## src/rtl/cgra_acc_responder_if.sv

```systemverilog
// Acceleration request/response bundle between the synchronizer (master) and the
// column-side responder (slave). Signal names keep the responder's point of view.
interface cgra_acc_responder_if #(
    parameter int unsigned N_COL    = 4,
    parameter int unsigned KER_ID_W = 4,
    parameter int unsigned LEN_W    = 16
);
    logic [N_COL-1:0]    acc_req_i;
    logic [KER_ID_W-1:0] ker_id_i;
    logic [KER_ID_W-1:0] ker_rd_addr_o;
    logic [LEN_W-1:0]    ker_len_i;
    logic                acc_ack_o;
    logic [N_COL-1:0]    col_start_o;
    logic [N_COL-1:0]    col_stall_i;
    logic [N_COL-1:0]    col_busy_o;
    logic [N_COL-1:0]    acc_end_o;
    logic                err_o;

    // Responder side
    modport slave (
        input  acc_req_i,
        input  ker_id_i,
        input  ker_len_i,
        input  col_stall_i,
        output ker_rd_addr_o,
        output acc_ack_o,
        output col_start_o,
        output col_busy_o,
        output acc_end_o,
        output err_o
    );

    // Synchronizer / kernel memory side
    modport master (
        output acc_req_i,
        output ker_id_i,
        output ker_len_i,
        output col_stall_i,
        input  ker_rd_addr_o,
        input  acc_ack_o,
        input  col_start_o,
        input  col_busy_o,
        input  acc_end_o,
        input  err_o
    );
endinterface

```

## src/rtl/cgra_acc_responder.sv

```systemverilog
// Column-side responder: accepts a column-mapped acceleration request, fetches the
// kernel length from config memory, launches the mapped columns and returns one
// acc_end_o pulse per column when its execution counter runs out.
// Optional feature: define CGRA_ACC_TIMEOUT_EN to add a per-column watchdog (TO_W bits)
// that force-ends a column and flags err_o when it saturates.
module cgra_acc_responder #(
    parameter int unsigned N_COL    = 4,
    parameter int unsigned KER_ID_W = 4,
`ifdef CGRA_ACC_TIMEOUT_EN
    parameter int unsigned TO_W     = 20,
`endif
    parameter int unsigned LEN_W    = 16
) (
    input logic                 clk_i,
    input logic                 rst_ni,
    cgra_acc_responder_if.slave bus
);

    localparam logic [1:0] StIdle   = 2'd0;
    localparam logic [1:0] StFetch  = 2'd1;
    localparam logic [1:0] StLaunch = 2'd2;

    localparam logic [LEN_W-1:0] LenOne = LEN_W'(1);
    localparam logic [LEN_W-1:0] LenTwo = LEN_W'(2);

    logic [1:0]          r_state;
    logic [1:0]          w_state_d;
    logic [N_COL-1:0]    r_req_map;
    logic [KER_ID_W-1:0] r_ker_id;

    logic                w_launch;
    logic                w_err_launch;
    logic [N_COL-1:0]    w_start;
    logic [N_COL-1:0]    w_busy;
    logic [N_COL-1:0]    w_end;
    logic [N_COL-1:0]    w_wd_err;
    logic [LEN_W-1:0]    w_len_eff;

    assign w_launch = (r_state == StLaunch);

    // A column whose end pulse coincides with LAUNCH still counts as occupied, so
    // both the last busy cycle and the end-pulse cycle take part in the overlap check.
    assign w_err_launch = w_launch &&
                          ((r_ker_id == '0) || ((r_req_map & (w_busy | w_end)) != '0));

    assign w_start   = (w_launch && !w_err_launch) ? r_req_map : '0;
    assign w_len_eff = (bus.ker_len_i == '0) ? LenOne : bus.ker_len_i;

    // Next-state logic of the request handshake FSM
    always_comb begin
        w_state_d = r_state;
        case (r_state)
            StIdle:   if (bus.acc_req_i != '0) w_state_d = StFetch;
            StFetch:  w_state_d = StLaunch;
            StLaunch: w_state_d = StIdle;
            default:  w_state_d = StIdle;
        endcase
    end

    // FSM state plus request capture; the id register doubles as the memory address
    always_ff @(posedge clk_i or negedge rst_ni) begin
        if (!rst_ni) begin
            r_state   <= StIdle;
            r_req_map <= '0;
            r_ker_id  <= '0;
        end else begin
            r_state <= w_state_d;
            if ((r_state == StIdle) && (bus.acc_req_i != '0)) begin
                r_req_map <= bus.acc_req_i;
                r_ker_id  <= bus.ker_id_i;
            end
        end
    end

    // Per-column execution state. r_cnt is the number of cycles still to go up to and
    // including the end-pulse cycle; the final step is folded into r_end so that
    // acc_end_o comes straight from a flop one cycle after the last busy cycle.
    for (genvar c = 0; c < N_COL; c++) begin : g_col
        logic             r_busy;
        logic             w_busy_d;
        logic             r_end;
        logic             w_end_d;
        logic [LEN_W-1:0] r_cnt;
        logic [LEN_W-1:0] w_cnt_d;
`ifdef CGRA_ACC_TIMEOUT_EN
        logic [TO_W-1:0]  r_wd;
        logic [TO_W-1:0]  w_wd_d;
        logic [TO_W-1:0]  w_wd_inc;
        logic             r_wd_err;
        logic             w_wd_err_d;
`endif

        // Count down, end, watchdog and (re)load for this column
        always_comb begin
            w_busy_d = r_busy;
            w_end_d  = 1'b0;
            w_cnt_d  = r_cnt;
`ifdef CGRA_ACC_TIMEOUT_EN
            w_wd_inc   = r_wd + TO_W'(1);
            w_wd_d     = r_wd;
            w_wd_err_d = 1'b0;
`endif
            if (r_busy && !bus.col_stall_i[c]) begin
                if (r_cnt <= LenTwo) begin
                    w_busy_d = 1'b0;
                    w_end_d  = 1'b1;
                    w_cnt_d  = '0;
                end else begin
                    w_cnt_d = r_cnt - LenOne;
                end
            end
`ifdef CGRA_ACC_TIMEOUT_EN
            // Watchdog runs on every busy cycle, stalled or not
            if (r_busy) begin
                w_wd_d = w_wd_inc;
                if (w_wd_inc == '1) begin
                    w_busy_d   = 1'b0;
                    w_end_d    = 1'b1;
                    w_cnt_d    = '0;
                    w_wd_err_d = 1'b1;
                    w_wd_d     = '0;
                end
            end
`endif
            if (w_start[c]) begin
                if (w_len_eff == LenOne) begin
                    // Single-cycle kernel: end pulse right after the start pulse
                    w_busy_d = 1'b0;
                    w_end_d  = 1'b1;
                    w_cnt_d  = '0;
                end else begin
                    w_busy_d = 1'b1;
                    w_cnt_d  = w_len_eff;
                end
`ifdef CGRA_ACC_TIMEOUT_EN
                // The start cycle is the watchdog's first counted cycle
                w_wd_d = TO_W'(1);
`endif
            end
        end

        // Column state registers
        always_ff @(posedge clk_i or negedge rst_ni) begin
            if (!rst_ni) begin
                r_busy <= 1'b0;
                r_end  <= 1'b0;
                r_cnt  <= '0;
            end else begin
                r_busy <= w_busy_d;
                r_end  <= w_end_d;
                r_cnt  <= w_cnt_d;
            end
        end

`ifdef CGRA_ACC_TIMEOUT_EN
        // Watchdog registers
        always_ff @(posedge clk_i or negedge rst_ni) begin
            if (!rst_ni) begin
                r_wd     <= '0;
                r_wd_err <= 1'b0;
            end else begin
                r_wd     <= w_wd_d;
                r_wd_err <= w_wd_err_d;
            end
        end

        assign w_wd_err[c] = r_wd_err;
`else
        assign w_wd_err[c] = 1'b0;
`endif

        assign w_busy[c] = r_busy;
        assign w_end[c]  = r_end;
    end

    assign bus.ker_rd_addr_o = r_ker_id;
    assign bus.acc_ack_o     = w_launch;
    assign bus.col_start_o   = w_start;
    assign bus.col_busy_o    = w_busy;
    assign bus.acc_end_o     = w_end;
    assign bus.err_o         = w_err_launch | (|w_wd_err);

endmodule

```

## src/flat_wrapper.sv

```systemverilog
// flat-port wrapper written by rule: the top's interface ports become plain ports
module cgra_acc_responder_flat 
#(
    parameter int unsigned N_COL    = 4,
    parameter int unsigned KER_ID_W = 4,

    parameter int unsigned LEN_W    = 16
)
  (clk_i, rst_ni, bus_acc_req_i, bus_ker_id_i, bus_ker_len_i, bus_col_stall_i, bus_ker_rd_addr_o, bus_acc_ack_o, bus_col_start_o, bus_col_busy_o, bus_acc_end_o, bus_err_o);
  cgra_acc_responder_if #(.N_COL(N_COL), .KER_ID_W(KER_ID_W), .LEN_W(LEN_W)) bus_i ();
  input logic clk_i;
  input logic rst_ni;
  input wire logic [$bits(bus_i.acc_req_i)-1:0] bus_acc_req_i;
  input wire logic [$bits(bus_i.ker_id_i)-1:0] bus_ker_id_i;
  input wire logic [$bits(bus_i.ker_len_i)-1:0] bus_ker_len_i;
  input wire logic [$bits(bus_i.col_stall_i)-1:0] bus_col_stall_i;
  output wire logic [$bits(bus_i.ker_rd_addr_o)-1:0] bus_ker_rd_addr_o;
  output wire logic [$bits(bus_i.acc_ack_o)-1:0] bus_acc_ack_o;
  output wire logic [$bits(bus_i.col_start_o)-1:0] bus_col_start_o;
  output wire logic [$bits(bus_i.col_busy_o)-1:0] bus_col_busy_o;
  output wire logic [$bits(bus_i.acc_end_o)-1:0] bus_acc_end_o;
  output wire logic [$bits(bus_i.err_o)-1:0] bus_err_o;
  assign bus_i.acc_req_i = bus_acc_req_i;
  assign bus_i.ker_id_i = bus_ker_id_i;
  assign bus_i.ker_len_i = bus_ker_len_i;
  assign bus_i.col_stall_i = bus_col_stall_i;
  assign bus_ker_rd_addr_o = bus_i.ker_rd_addr_o;
  assign bus_acc_ack_o = bus_i.acc_ack_o;
  assign bus_col_start_o = bus_i.col_start_o;
  assign bus_col_busy_o = bus_i.col_busy_o;
  assign bus_acc_end_o = bus_i.acc_end_o;
  assign bus_err_o = bus_i.err_o;
  cgra_acc_responder #(.N_COL(N_COL), .KER_ID_W(KER_ID_W), .LEN_W(LEN_W)) u_core (.clk_i(clk_i), .rst_ni(rst_ni), .bus(bus_i));
endmodule
```

## config.mk

```make
export PLATFORM = sky130hd
export DESIGN_NAME = cgra_acc_responder_flat
export DESIGN_NICKNAME = d
export VERILOG_FILES = /design/src/rtl/cgra_acc_responder_if.sv /design/src/rtl/cgra_acc_responder.sv /design/src/flat_wrapper.sv
export SDC_FILE = /design/constraint.sdc
export NUM_CORES = 1
export LEC_CHECK = 0
export CORE_MARGIN = 10
export CORE_UTILIZATION = 30
export CTS_CLUSTER_DIAMETER = 80
export CTS_CLUSTER_SIZE = 30
export DETAILED_ROUTE_END_ITERATION = 6
export GPL_TIMING_DRIVEN = 0
export SLEW_MARGIN = 10
export SYNTH_ARGS = -nofsm -noshare
export SYNTH_HDL_FRONTEND = slang
export SYNTH_SLANG_ARGS = --single-unit
```

## constraint.sdc

```tcl
create_clock -name clk_i -period 2.3 [get_ports clk_i]
set_clock_uncertainty 0.05 [all_clocks]
set_input_delay 0.46 -clock clk_i [delete_from_list [all_inputs] [get_ports clk_i]]
set_output_delay 0.46 -clock clk_i [all_outputs]
set_load 0.05 [all_outputs]
```

[After elaboration in Yosys (flattened, before gate mapping)]
Index checks and enable logic that the tools add are counted.
Cells by class
  add/sub/neg operators: 4
  multipliers: 0
  divide/modulo/power cells: 0
  magnitude comparators: 4
  equality and inequality tests: 4
  shift operators: 0
  muxes and demuxes: 46
  bitwise gates (word level): 2
  reduce and logical (&&, ||, !) cells: 30
Operators with widths (number)
  two-way mux 16 bit: 14
  less-or-equal comparator 16 x 2 -> 1 bit (second input constant): 4
  subtractor 16 x 1 -> 16 bit (second input constant): 4
  two-way mux 1 bit: 29
  equality test 16 x 1 -> 1 bit (second input constant): 1
  zero test 16 bit: 1
  nonzero test 2 bit: 8
  AND reduction 2 bit: 4
  nonzero test 4 bit: 2
  logical AND 1 bit: 7
  zero test 1 bit: 5
  AND 4 bit: 1
  zero test 4 bit: 1
  two-way mux 4 bit: 1
  OR 4 bit: 1
  one-hot mux 2 bit (2 select lines): 1
  equality test 2 x 1 -> 1 bit (second input constant): 1
  equality test 2 bit (second input constant): 1
  zero test 2 bit: 1
  two-way mux 2 bit: 1
  != test 2 x 1 -> 1 bit (second input constant): 1
  logical OR 1 bit: 1
Storage, ports and cells
  register bits after elaboration: 82
  latch bits: 0
  memory bits (writable): 0
  memory bits (read-only): 0
  input bits: 30
  memories kept: 0

[Depth between registers and ports, before layout]
  word-level depth: 10
  mapped depth: 9
  depth with buffers taken out: 7

[Worst setup path before layout]
OpenSTA, ideal clock, no wires.
  path kind: flip-flop to output port
  start: register u_core.r_state[0]
  end: output port bus_col_start_o[2]
  arrival: 2.353 ns
  required time: 1.790 ns
  slack: -0.563 ns
  cell stages (with the launch flop): 8
  buffers on the path: 3
  path through: dfrtp_1 -> nor2b_1 -> clkbuf_1 -> nand4_1 -> or2_2 -> clkbuf_1 -> inv_1 -> clkbuf_1
On the way
  longest elaborated chain between the ends: 5
Ends and longest elaborated chain
  start: declaration: line cgra_acc_responder.sv:26  | logic [1:0] r_state;
  start signal: assignment: line cgra_acc_responder.sv:63  | r_state <= StIdle;
  start signal: assignment: line cgra_acc_responder.sv:67  | r_state <= w_state_d;
  equality test 2 bit *: line cgra_acc_responder.sv:39  | assign w_launch = (r_state == StLaunch);
  named net bus_acc_ack_o: line flat_wrapper.sv:18  | output wire logic [$bits(bus_i.acc_ack_o)-1:0] bus_acc_ack_o;
  logical AND 1 bit: line cgra_acc_responder.sv:43  | assign w_err_launch = w_launch &&
  zero test 1 bit: line cgra_acc_responder.sv:46  | assign w_start = (w_launch && !w_err_launch) ? r_req_map : '0;
  logical AND 1 bit *: line cgra_acc_responder.sv:46
  two-way mux 4 bit *: line cgra_acc_responder.sv:46
  end: declaration: line flat_wrapper.sv:19  | output wire logic [$bits(bus_i.col_start_o)-1:0] bus_col_start_o;
The timed path passes the listed nets; every way through them passes the cells marked *.

[Worst setup path after layout]
  start: register u_core.r_ker_id[2], in the netlist u_core.bus.ker_rd_addr_o[2]
  end: output port bus_col_start_o[1]
On the way
  longest elaborated chain between the ends: 6
Ends and longest elaborated chain
  start: declaration: line cgra_acc_responder.sv:29  | logic [KER_ID_W-1:0] r_ker_id;
  start signal: assignment: line cgra_acc_responder.sv:70  | r_ker_id <= bus.ker_id_i;
  zero test 4 bit: line cgra_acc_responder.sv:44  | ((r_ker_id == '0) || ((r_req_map & (w_busy | w_end)) != '0));
  logical OR 1 bit: line cgra_acc_responder.sv:44
  logical AND 1 bit: line cgra_acc_responder.sv:43
  zero test 1 bit: line cgra_acc_responder.sv:46
  logical AND 1 bit: line cgra_acc_responder.sv:46
  two-way mux 4 bit: line cgra_acc_responder.sv:46
Every way passes these cells.

==> flow_metrics.env <==
export IMPL_critPathKind="register to output port"
export IMPL_yosysTopAreaCell="dfrtp_1"
export IMPL_cts_made_buffers=9
export IMPL_min_period_ns=2.457
export IMPL_wl_met2_um=6683
export IMPL_crit_family="simple AND/OR/NAND/NOR gates"
export IMPL_syn_inst=509
export IMPL_vdd_drop_max_mv=0.6239
export IMPL_cts_path_max_buffers=2
export IMPL_worstPathCellList="or4_4 > nand4_1 > or2_4 > inv_6 > buf_8 > buf_8"
export IMPL_die_width_um=143.1
export IMPL_num_nets_final=648
export IMPL_num_vias=4333
export IMPL_final_area_um2=6201
export IMPL_dpl_cell_area_um2=5290
export IMPL_finalSetupViolCount=21
export IMPL_core_um2=14700
export IMPL_synth_ff_type="dfrtp_1"
export IMPL_max_freq_ghz=0.4071
export IMPL_path_clk_slew_ns=0.06
export IMPL_slowest_delay_ns=0.56
export IMPL_hp_class="register to register"
export IMPL_avgSynthCellArea_um2=8.933
export IMPL_reg2reg_slack_ns=-0.14
export IMPL_yosys_register_bits=82
export IMPL_whs_ns=0.4563
export IMPL_finalSetupTns_ns=-1.712
export IMPL_grt_pass1_vias=4142
export IMPL_ys_warn_count=0
export IMPL_vias_per_cell=5.430
export IMPL_drtPass1Iterations=4
export IMPL_cts_sinks=82
export IMPL_violations="setup timing"
export IMPL_final_antenna_net_count=0
export IMPL_routed_wl_um=14660
export IMPL_grtUsageTotal_pct=14.23
export IMPL_antenna_found_initial=0
export IMPL_synth_top_area_share_pct=45.13
export IMPL_cpMostUsedCell="buf_8"
export IMPL_pin_count=48
export IMPL_grt_ovfl_total=0
export IMPL_maxSlewViolCount=0
export IMPL_synth_edf_count=0
export IMPL_rsz0062_at_grt="true"
export IMPL_leakage_uw=0.002529
export IMPL_finalWorstSetupSlack_ns=-0.1566
export IMPL_arrival_ns=1.95
export IMPL_end_kind="output port"
export IMPL_start_kind="register"
export IMPL_port_buffers=47
export IMPL_status="finished with violations"
export IMPL_cts_tree="done"
export IMPL_final_util_pct=42.19
export IMPL_gp_congestion=0.8635
export IMPL_grt_max_degree=57
export IMPL_root_buffer="clkbuf_16"
export IMPL_post_route_period_util_pct=106.8
export IMPL_clk_insertion_delay_late_ns=0.34
export IMPL_num_antenna_cells=0
export IMPL_ys_types=51
export IMPL_ys_top_cells_by_area="dfrtp_1 45%, nand2_1 6.7%, xnor2_1 5.0%, o21ai_0 4.7%, nor3_1 3.1%"
export IMPL_drive_gt1_share_pct=21.01
export IMPL_cpMaxStageDelayCell="or4_4"
export IMPL_tightestPinTransition_ns=0.7271
export IMPL_start_util_pct=30.93
export IMPL_hold_violations=0
export IMPL_dp_hpwl_um=9706
export IMPL_htree_num_levels=3
export IMPL_relSlewSlack_pct=51.20
export IMPL_wl_per_cell_um=18.37
export IMPL_die_area_um2=20480
export IMPL_required_ns=1.79
export IMPL_grt_pass1_wl_um=22850
export IMPL_met1Wirelength_um=6637
export IMPL_dieHeight_um=143.1
export IMPL_pwr_density_cell_nw_per_um2=1280
export IMPL_syn_num_nets=547
export IMPL_synth_most_common_cell="dfrtp_1"
export IMPL_async_flop_share_pct=100.0
export IMPL_topRoutingLayerUsed="met4"
export IMPL_core_rowCount=44
export IMPL_area_delta_synth_final_pct=36.38
export IMPL_crit_buf_inv=3
export IMPL_synthesis_area_um2=4547
export IMPL_drc=0
export IMPL_drt_iter0_drc=419
export IMPL_drv_cap=0
export IMPL_post_place_ws_ns=-1.087
export IMPL_synth_seq_area_share_pct=45.13
export IMPL_crit_fanout=8
export IMPL_ys_top_cells_by_count="82 x dfrtp_1, 81 x nand2_1, 43 x o21ai_0"
export IMPL_dr_wl_met3_um=1012
logic make-up (layout without fill, tap and decap cells):
| group | count (synthesis) | in the layout | share of synthesized area (%) |
|---|---|---|---|
| and+or+nand+nor | 227 | 227 | 24.63 |
| AOI/OAI and AO/OA | 115 | 115 | 16.98 |
| DFF | 82 | 82 | 45.13 |
| buffers and inverters | 42 | 147 | 4.293 |
| xor gates and xnor gates | 34 | 34 | 6.549 |
| adders and majority gates | 8 | 8 | 2.202 |
| muxes | 1 | 1 | 0.2202 |
power by group:
| part | internal [uW] | total, uW | switching [uW] |
|---|---|---|---|
| clock network | 757 | 1340 | 583 |
| logic | 1740 | 3730 | 1990 |
| registers | 2110 | 2870 | 761 |
| total | 4610 | 7940 | 3330 |
worst paths after layout:
path / start / end / depth (start not counted)
max: u_core.bus.ker_rd_addr_o[2] / bus_col_start_o[1] / 6
min: u_core.g_col[1].r_cnt[15] / u_core.g_col[1].r_cnt[15] / 1
max reg2reg: u_core.g_col[1].r_cnt[10] / u_core.g_col[1].r_busy / 5
min reg2reg: u_core.g_col[1].r_cnt[15] / u_core.g_col[1].r_cnt[15] / 1
max in group asynchronous: rst_ni / u_core.g_col[1].r_busy / 3
min in group asynchronous: rst_ni / u_core.g_col[0].r_cnt[15] / 2
timing repair:
item                       4_1_cts  5_1_grt
cloned                           0        0
pin swaps                       20       20
resized for setup               92       45
hold buffers                     1        0
setup endpoints to repair       59       52
buffers inserted                27       20
hold endpoints to repair         6        0
worst register-to-register path: cells and delay by family, from the launching register on:
kind            cells  cell delay [ns]
buf+inv             1             0.14
simple gates        3             1.56
compound gates      1             0.20
flops               1             0.38
cell usage in the layout (no fill, tap or decap), types with 7 or more instances in the layout:
cell type | Yosys | routed
a22o_1 | 7 | 7
a31oi_1 | 7 | 7
buf_4 | 8 | 47
buf_6 | 1 | 8
clkbuf_1 | 13 | 9
clkbuf_16 | 0 | 10
clkdlybuf4s50_1 | 0 | 37
dfrtp_1 | 82 | 75
dfrtp_2 | 0 | 7
ha_1 | 8 | 8
inv_1 | 19 | 15
nand2_1 | 81 | 78
nand2b_1 | 9 | 9
nand3_1 | 17 | 16
nor2_1 | 32 | 30
nor3_1 | 28 | 27
nor4_1 | 16 | 12
o21ai_0 | 43 | 29
o21ai_1 | 1 | 8
o22ai_1 | 9 | 7
o31ai_1 | 10 | 10
xnor2_1 | 26 | 26
xor2_1 | 8 | 8
layout make-up:
type                    count  area (um2)
flip-flops and latches     82        2061
repair buffers             92       883.3
clock buffers              13       250.2
clock inverters             2       13.76
well taps                 184       230.2
fillers                  1405        8498
plain buffers              21       176.4
multi-input cells         385        2505
inverters                  19       81.33
layer usage:
layer | global-route usage, % | up-vias
met5 | 0 | -
met4 | 5.809 | 0
met3 | 4.013 | 27
met2 | 21.66 | 140
met1 | 18.57 | 2119
li1 | - | 2047
metrics by stage:
step,std cells,power (uW)
2_1_floorplan,509,4849
3_3_place_gp,740,5665
3_5_place_dp,741,5770
4_1_cts,781,7572
5_1_grt,798,8458
6_report,798,7940
flip-flops by register name, summed over array words and instances (netlist names):
name                      count
u_core.g_col.r_cnt           64
u_core.bus.ker_rd_addr_o      4
u_core.g_col.r_busy           4
u_core.g_col.r_end            4
u_core.r_req_map              4
u_core.r_state                2
No activity file was read; power rests on OpenSTA's default activity.
